[src/rtl/fetch_queue.sv]
// Instruction-fetch front end: PC generation, variable-latency imem port and a prefetch FIFO.
// Optional performance counters are built when FETCH_PERF_EN is defined.
module fetch_queue #(
  parameter int unsigned          ADDR_W   = 32,
  parameter int unsigned          DATA_W   = 32,
  parameter int unsigned          DEPTH    = 4,
  parameter logic [ADDR_W-1:0]    RESET_PC = 32'h0000_0000,
  parameter int unsigned          PC_STEP  = 4
) (
  input  logic              clk,
  input  logic              rst,
  input  logic              redirect_valid,
  input  logic [ADDR_W-1:0] redirect_pc,
  output logic              imem_req,
  output logic [ADDR_W-1:0] imem_addr,
  input  logic              imem_gnt,
  input  logic              imem_rvalid,
  input  logic [DATA_W-1:0] imem_rdata,
  output logic              id_valid,
  output logic [DATA_W-1:0] id_inst,
  output logic [ADDR_W-1:0] id_pc,
  input  logic              id_ready,
  output logic [31:0]       perf_fetched,
  output logic [31:0]       perf_killed
);

  localparam int unsigned PTR_W = $clog2(DEPTH);
  localparam int unsigned CNT_W = PTR_W + 1;
  localparam logic [CNT_W:0]    DepthC = (CNT_W + 1)'(DEPTH);
  localparam logic [ADDR_W-1:0] StepC  = ADDR_W'(PC_STEP);

  logic [ADDR_W-1:0] pc_q, resp_pc_q;
  logic [DATA_W-1:0] data_mem [DEPTH];
  logic [ADDR_W-1:0] pc_mem   [DEPTH];
  logic [PTR_W-1:0]  wr_ptr_q, rd_ptr_q;
  logic [CNT_W-1:0]  count_q, inflight_q, kill_q;

  logic [CNT_W:0] credit;
  logic           grant, rsp_ok, drop, push, pop;

  assign credit    = {1'b0, count_q} + {1'b0, inflight_q};
  assign imem_addr = pc_q;

  always_comb begin
    // Credit rule: never have more requests outstanding than free FIFO slots.
    imem_req = !rst && !redirect_valid && (credit < DepthC);
    grant    = imem_req && imem_gnt;
    // A response with nothing outstanding is a protocol error and is ignored.
    rsp_ok   = imem_rvalid && (inflight_q != '0);
    drop     = rsp_ok && (redirect_valid || (kill_q != '0));
    push     = rsp_ok && !drop;
    id_valid = (count_q != '0);
    pop      = id_valid && id_ready && !redirect_valid;
    id_inst  = id_valid ? data_mem[rd_ptr_q] : '0;
    id_pc    = id_valid ? pc_mem[rd_ptr_q]   : '0;
  end

  always_ff @(posedge clk or posedge rst) begin
    if (rst) begin
      pc_q       <= RESET_PC;
      resp_pc_q  <= RESET_PC;
      wr_ptr_q   <= '0;
      rd_ptr_q   <= '0;
      count_q    <= '0;
      inflight_q <= '0;
      kill_q     <= '0;
    end else begin
      inflight_q <= inflight_q + CNT_W'(grant) - CNT_W'(rsp_ok);
      if (redirect_valid) begin
        pc_q      <= redirect_pc;
        resp_pc_q <= redirect_pc;
        wr_ptr_q  <= '0;
        rd_ptr_q  <= '0;
        count_q   <= '0;
        kill_q    <= inflight_q - CNT_W'(rsp_ok);
      end else begin
        if (grant) pc_q <= pc_q + StepC;
        if (drop)  kill_q <= kill_q - CNT_W'(1);
        if (push) begin
          resp_pc_q <= resp_pc_q + StepC;
          wr_ptr_q  <= wr_ptr_q + PTR_W'(1);
        end
        if (pop) rd_ptr_q <= rd_ptr_q + PTR_W'(1);
        count_q <= count_q + CNT_W'(push) - CNT_W'(pop);
      end
    end
  end

  always_ff @(posedge clk) begin
    if (push) begin
      data_mem[wr_ptr_q] <= imem_rdata;
      pc_mem[wr_ptr_q]   <= resp_pc_q;
    end
  end

`ifdef FETCH_PERF_EN
  logic [31:0] fetched_q, killed_q;

  always_ff @(posedge clk or posedge rst) begin
    if (rst) begin
      fetched_q <= '0;
      killed_q  <= '0;
    end else begin
      if (pop) fetched_q <= fetched_q + 32'd1;
      // A redirect flushes every buffered entry plus any response arriving with it.
      if (redirect_valid)  killed_q <= killed_q + 32'(count_q) + 32'(rsp_ok);
      else if (drop)       killed_q <= killed_q + 32'd1;
    end
  end

  assign perf_fetched = fetched_q;
  assign perf_killed  = killed_q;
`else
  assign perf_fetched = '0;
  assign perf_killed  = '0;
`endif

  // Stale responses right after reset (pc still at RESET_PC) are tolerated.
  rvalid_has_req: assert property (@(posedge clk) disable iff (rst)
    (imem_rvalid && (pc_q != RESET_PC)) |-> (inflight_q != '0));

endmodule
[config.mk]
export PLATFORM = sky130hd
export DESIGN_NAME = fetch_queue
export DESIGN_NICKNAME = d
export VERILOG_FILES = /design/src/rtl/fetch_queue.sv
export SDC_FILE = /design/constraint.sdc
export NUM_CORES = 1
export LEC_CHECK = 0
export CAP_MARGIN = 20
export CORE_UTILIZATION = 54
export CTS_CLUSTER_SIZE = 24
export DETAILED_ROUTE_END_ITERATION = 7
export MAX_ROUTING_LAYER = met4
export PLACE_DENSITY = 0.85
export SETUP_SLACK_MARGIN = 0.02
export SLEW_MARGIN = 20
export SYNTH_ARGS = -nofsm -noshare
export SYNTH_HDL_FRONTEND = slang
export SYNTH_SLANG_ARGS = --single-unit
[constraint.sdc]
create_clock -name clk -period 3.55 [get_ports clk]
set_clock_uncertainty 0.05 [all_clocks]
set_input_delay 0.8875 -clock clk [delete_from_list [all_inputs] [get_ports clk]]
set_output_delay 0.8875 -clock clk [all_outputs]
set_load 0.01 [all_outputs]
* Word-level counts from Yosys, hierarchy flattened *
Memory sizes are Yosys's and may differ from the RTL's.
Index checks and enable logic that the tools add are counted.

storage, ports and cells
  bits in registers = 77
  RAM bits = 256
  input bits = 70
  output and inout bits = 162
  logic and storage cells = 55
  memories kept = 2

operators by class
  add/subtract/negate cells = 11
  order comparisons = 1
  mux-type cells = 15
  reduce and logical (&&, ||, !) cells = 19

memories
  name      depth  bits a word  read ports  clocked after memory_dff  write ports  line  text
  data_mem  4      32           1           0                         1            33    logic [DATA_W-1:0] data_mem [DEPTH];
  pc_mem    4      32           1           0                         1            34    logic [ADDR_W-1:0] pc_mem [DEPTH];

operators by type and width
  cell                                                         number
  2-to-1 mux 32 bit                                            6
  adder 32 x 3 -> 32 bit (second input constant)               2
  2-to-1 mux 3 bit                                             3
  nonzero test 3 bit                                           3
  subtractor 3 x 1 -> 3 bit                                    3
  logical AND 1 bit                                            8
  2-to-1 mux 2 bit                                             4
  nonzero test 2 bit                                           4
  adder 3 x 1 -> 3 bit                                         2
  adder 2 x 1 -> 2 bit (second input constant)                 2
  adder 3 x 3 -> 4 bit                                         1
  less-than comparator 4 x 3 -> 1 bit (second input constant)  1
  zero test 1 bit                                              3
  subtractor 3 x 1 -> 3 bit (second input constant)            1
  2-to-1 mux 1 bit                                             2
  logical OR 1 bit                                             1

* Longest topological paths before layout *
  word-level depth = 8
  depth in mapped cells = 13
  gate-level depth less buffers = 12

* Worst setup path after synthesis *
No wires, ideal clock.

  kind = in2reg
  from = in redirect_valid
  to = mem data_mem[1][0] (enable)
  setup time = 429 ps
  arrival = 2,953 ps
  data required time = 3,071 ps
  path slack = 118 ps
  stages = 3
  buffers on the path = 1
  cell sequence = clkbuf_1 -> nor3_1 -> and2_1

on the way
  cells in the longest elaborated chain, start to end = 6

ends and longest elaborated chain
  what                                    line  text
  from (decl)                             12    input logic redirect_valid,
  logical OR 1 bit                        50    drop = rsp_ok && (redirect_valid || (kill_q != '0));
  logical AND 1 bit                       50
  zero test 1 bit                         51    push = rsp_ok && !drop;
  logical AND 1 bit                       51
  2-to-1 mux 1 bit                        90    if (push) begin
  2-to-1 mux 1 bit (implied by the code)  91    data_mem[wr_ptr_q] <= imem_rdata;
  to (decl)                               33

No other way between the ends.

* Final worst setup path *
  from = reg rd_ptr_q[0]
  to = out id_inst[14]

on the way
  cells in the longest elaborated chain, start to end = 2

ends and longest elaborated chain
  what                    line  text
  from (decl)             35    logic [PTR_W-1:0] wr_ptr_q, rd_ptr_q;
  from (signal assigned)  83    if (pop) rd_ptr_q <= rd_ptr_q + PTR_W'(1);
  memory (4 x 32 bit)     -
  2-to-1 mux 32 bit       54    id_inst = id_valid ? data_mem[rd_ptr_q] : '0;
  to (decl)               20    output logic [DATA_W-1:0] id_inst,

No other way between the ends.

==> impl_metrics.tcl <==
set metrics [dict create \
    setup_tns_ps 0 \
    grt_overflow 0 \
    synth.area.top_cells "edfxtp_1 53%, dfrtp_1 13%, mux4_2 10%" \
    end_kind "output pin" \
    fp.dieArea_um2 27460 \
    synth_top_cell_by_area "edfxtp_1" \
    synth.most_common_cell "edfxtp_1" \
    combPwrFrac_pct 28.5 \
    grt_usage_pct 23.24 \
    rsz0062_at_grt "no" \
    ioPinCount 232 \
    crit_start "rd_ptr_q[0]$_DFFE_PP0P_" \
    finalPower_mw 11.63 \
    start_util_pct 55.24 \
    synth-edff-count 256 \
    finalSetupViolations 0 \
    fin_nets 1216 \
    reg2reg_from "inflight_q[2]$_DFF_PP0_" \
    start_kind "register" \
    violations "design-rule violations" \
    power_frac_seq_pct 40.5 \
    yosysSeqAreaShare_pct 66.42 \
    sw_frac_of_total_pct 27.36 \
    dpl_cell_area_um2 16490 \
    drive_gt1_share_pct 14.84 \
    drt-pass1-iter-count 8 \
    routabilityCongestion 0.8990 \
    min_period_ps 3382 \
    cap_violations 0 \
    core-area_um2 26210 \
    synth_flop_cell "edfxtp_1" \
    clock-root-buffer "clkbuf_16" \
    power.internal_mw 8.450 \
    p_switching_mw 3.183 \
    ir_drop_mv 0.4079 \
    hold_violations 0 \
    design_area_um2 17680 \
    yosys_warnings 0 \
    netlist_top_cells_count "256 x edfxtp_1, 77 x dfrtp_1, 73 x and2_1" \
    drt_iter0_drc 771 \
    ys_types 49 \
    grt_max_degree 68 \
    grt_pass1_vias 8534 \
    portBuffers 167 \
    core.rowCount 59 \
    grt_pass1_wl_um 47870 \
    fin_util_pct 67.45 \
    via_per_inst 5.687 \
    async_flop_share_pct 23.12 \
    vias 8468 \
    synth_top_area_share_pct 53.11 \
    dp_hpwl_um 19360 \
    syn_area_um2 14480 \
    power.leakage_nw 6.195 \
    final_cell_count_no_fill 1489 \
    worst_pin_slew_ps 890.4 \
    die_y_um 165.7 \
    status "complete, but fails checks" \
    p_per_area_nw_per_um2 658.1 \
    routed_wl_um 30340 \
    worstPathMaxFanout 21 \
    hp-start "resp_pc_q[1]$_DFFE_PP0P_" \
    ctsHoldBuffers 0 \
    crit_type "register to output pin" \
    htree_levels 2 \
    hold_class "register to register" \
    place_inst 1424 \
    required_ps 2610 \
    clk_latency_ps 500 \
    cts_buffer_depth 3 \
    clkPwrFrac_pct 31.0 \
    cts_buffers 35 \
    nFillCells 1774 \
    die_w_um 165.7 \
    antenna_found_initial 1 \
    clk_pin_slew_worst_paths_ps 60 \
    syn_to_final_growth_pct 22.12 \
    cts_tree "built" \
    fin_crit_sh_pct 95.26 \
    arrival_ps 2440 \
    avgSynthCellArea_um2 15.50 \
    synth_seq_cells 333 \
    antenna_left 0 \
    drv_slew 0 \
    routedWlPerCell_um 20.38 \
    clock_sinks 333 \
    clock.fmax_ghz 0.2957 \
    drc 30 \
    synthCells 934 \
    maxSlewHeadroom_pct 40.13 \
]
-- cell type report --
class | count | area, um2 | area share (%)
antenna | 2 | 5.005 | 0.02831
multi-input combinational | 541 | 4394 | 24.86
sequential | 333 | 9619 | 54.42
clock inverter | 15 | 161.4 | 0.9131
timing repair buffer | 195 | 2008 | 11.36
clock buffer | 46 | 987.2 | 5.585
tap | 335 | 419.2 | 2.371
inverter | 22 | 82.58 | 0.4672
-- routing by layer --
metal / share of wire, % / track usage [%] / routed length, um / vias to the layer above
li1: - / - / - / 3802
met1: 42 / 31.63 / 12650 / 4278
met2: 49 / 37.31 / 14850 / 351
met3: 7.9 / 3.895 / 2397 / 37
met4: 1.5 / 4.835 / 445 / 0
met5: 0 / - / 0 / -
-- path summary, 6_finish.rpt --
kind                                              to  slack [ps]  depth (start not counted)
hold reg to reg               pc_mem[2][1]$_DFFE_PP_         480                          0
max in group asynchronous  resp_pc_q[18]$_DFFE_PP0N_        1990                          3
setup / recovery                         id_inst[14]         170                          4
hold / removal                pc_mem[2][1]$_DFFE_PP_         480                          0
min in group asynchronous  resp_pc_q[27]$_DFFE_PP0N_         720                          2
setup reg to reg             inflight_q[2]$_DFF_PP0_         590                         10
-- critical path, stage by stage, from the launching register on --
cell and delay [ps]:
dfrtp_4 510, buf_12 220, mux4_2 520, and2_1 190, clkdlybuf4s50_1 480
-- registers in the layout (all words and copies together), names as in the netlist --
name and cells:
rd_ptr_q 2, imem_addr 32, count_q 3, resp_pc_q 32
inflight_q 3, pc_mem 128, data_mem 128, wr_ptr_q 2
kill_q 3
-- logic make-up after synthesis --
| kind of cell | synth area share, % |
|---|---|
| other cells | 0.02591 |
| simple gates | 10.11 |
| buf+inv | 4.901 |
| xor+xnor | 2.783 |
| mux | 10.73 |
| flops | 66.42 |
| fa+ha+maj | 1.660 |
| compound gates | 3.371 |
-- power groups by stage --
| stage | registers [mW] | clock network [mW] | logic, mW |
|---|---|---|---|
| after CTS | 4.70 | 3.69 | 3.37 |
| after floorplan | 4.71 | 0 | 1.85 |
| after detailed placement | 4.82 | 0 | 3.28 |
| after global routing | 4.74 | 3.82 | 3.60 |
| after global placement | 4.81 | 0 | 3.21 |
| final | 4.71 | 3.61 | 3.32 |
-- placed cells by master, fill, tap and decap left out, types with 8 or more instances in the layout --
cell,netlist,final
o211ai_1,15,15
dfrtp_1,77,75
ha_1,16,16
nor2_1,20,20
buf_12,0,10
o21ai_0,33,33
clkdlybuf4s50_1,0,165
nand3_1,48,48
mux4_2,64,64
conb_1,1,64
nor3_1,11,11
xnor2_1,16,16
nand4_1,20,20
inv_1,20,19
and3_1,12,12
and2_1,73,69
mux2_2,8,8
clkbuf_16,0,35
a21boi_0,8,8
nand2_1,49,49
xor2_1,30,30
edfxtp_1,256,256
buf_4,64,16
-- metrics by stage --
stage                     hold WS, ps  setup slack, ps
after global routing            512.2            57.79
after global placement          444.3            62.34
after floorplan                 426.0            118.0
after detailed placement        451.3            32.20
final                           477.4            168.2
after CTS                       483.2            27.74
-- timing repair --
item / in CTS / in global routing
buffers inserted: 2 / 0
gates resized for setup: 1 / 1
setup endpoints to repair: 49 / 23
(Power assumes the default switching activity.)
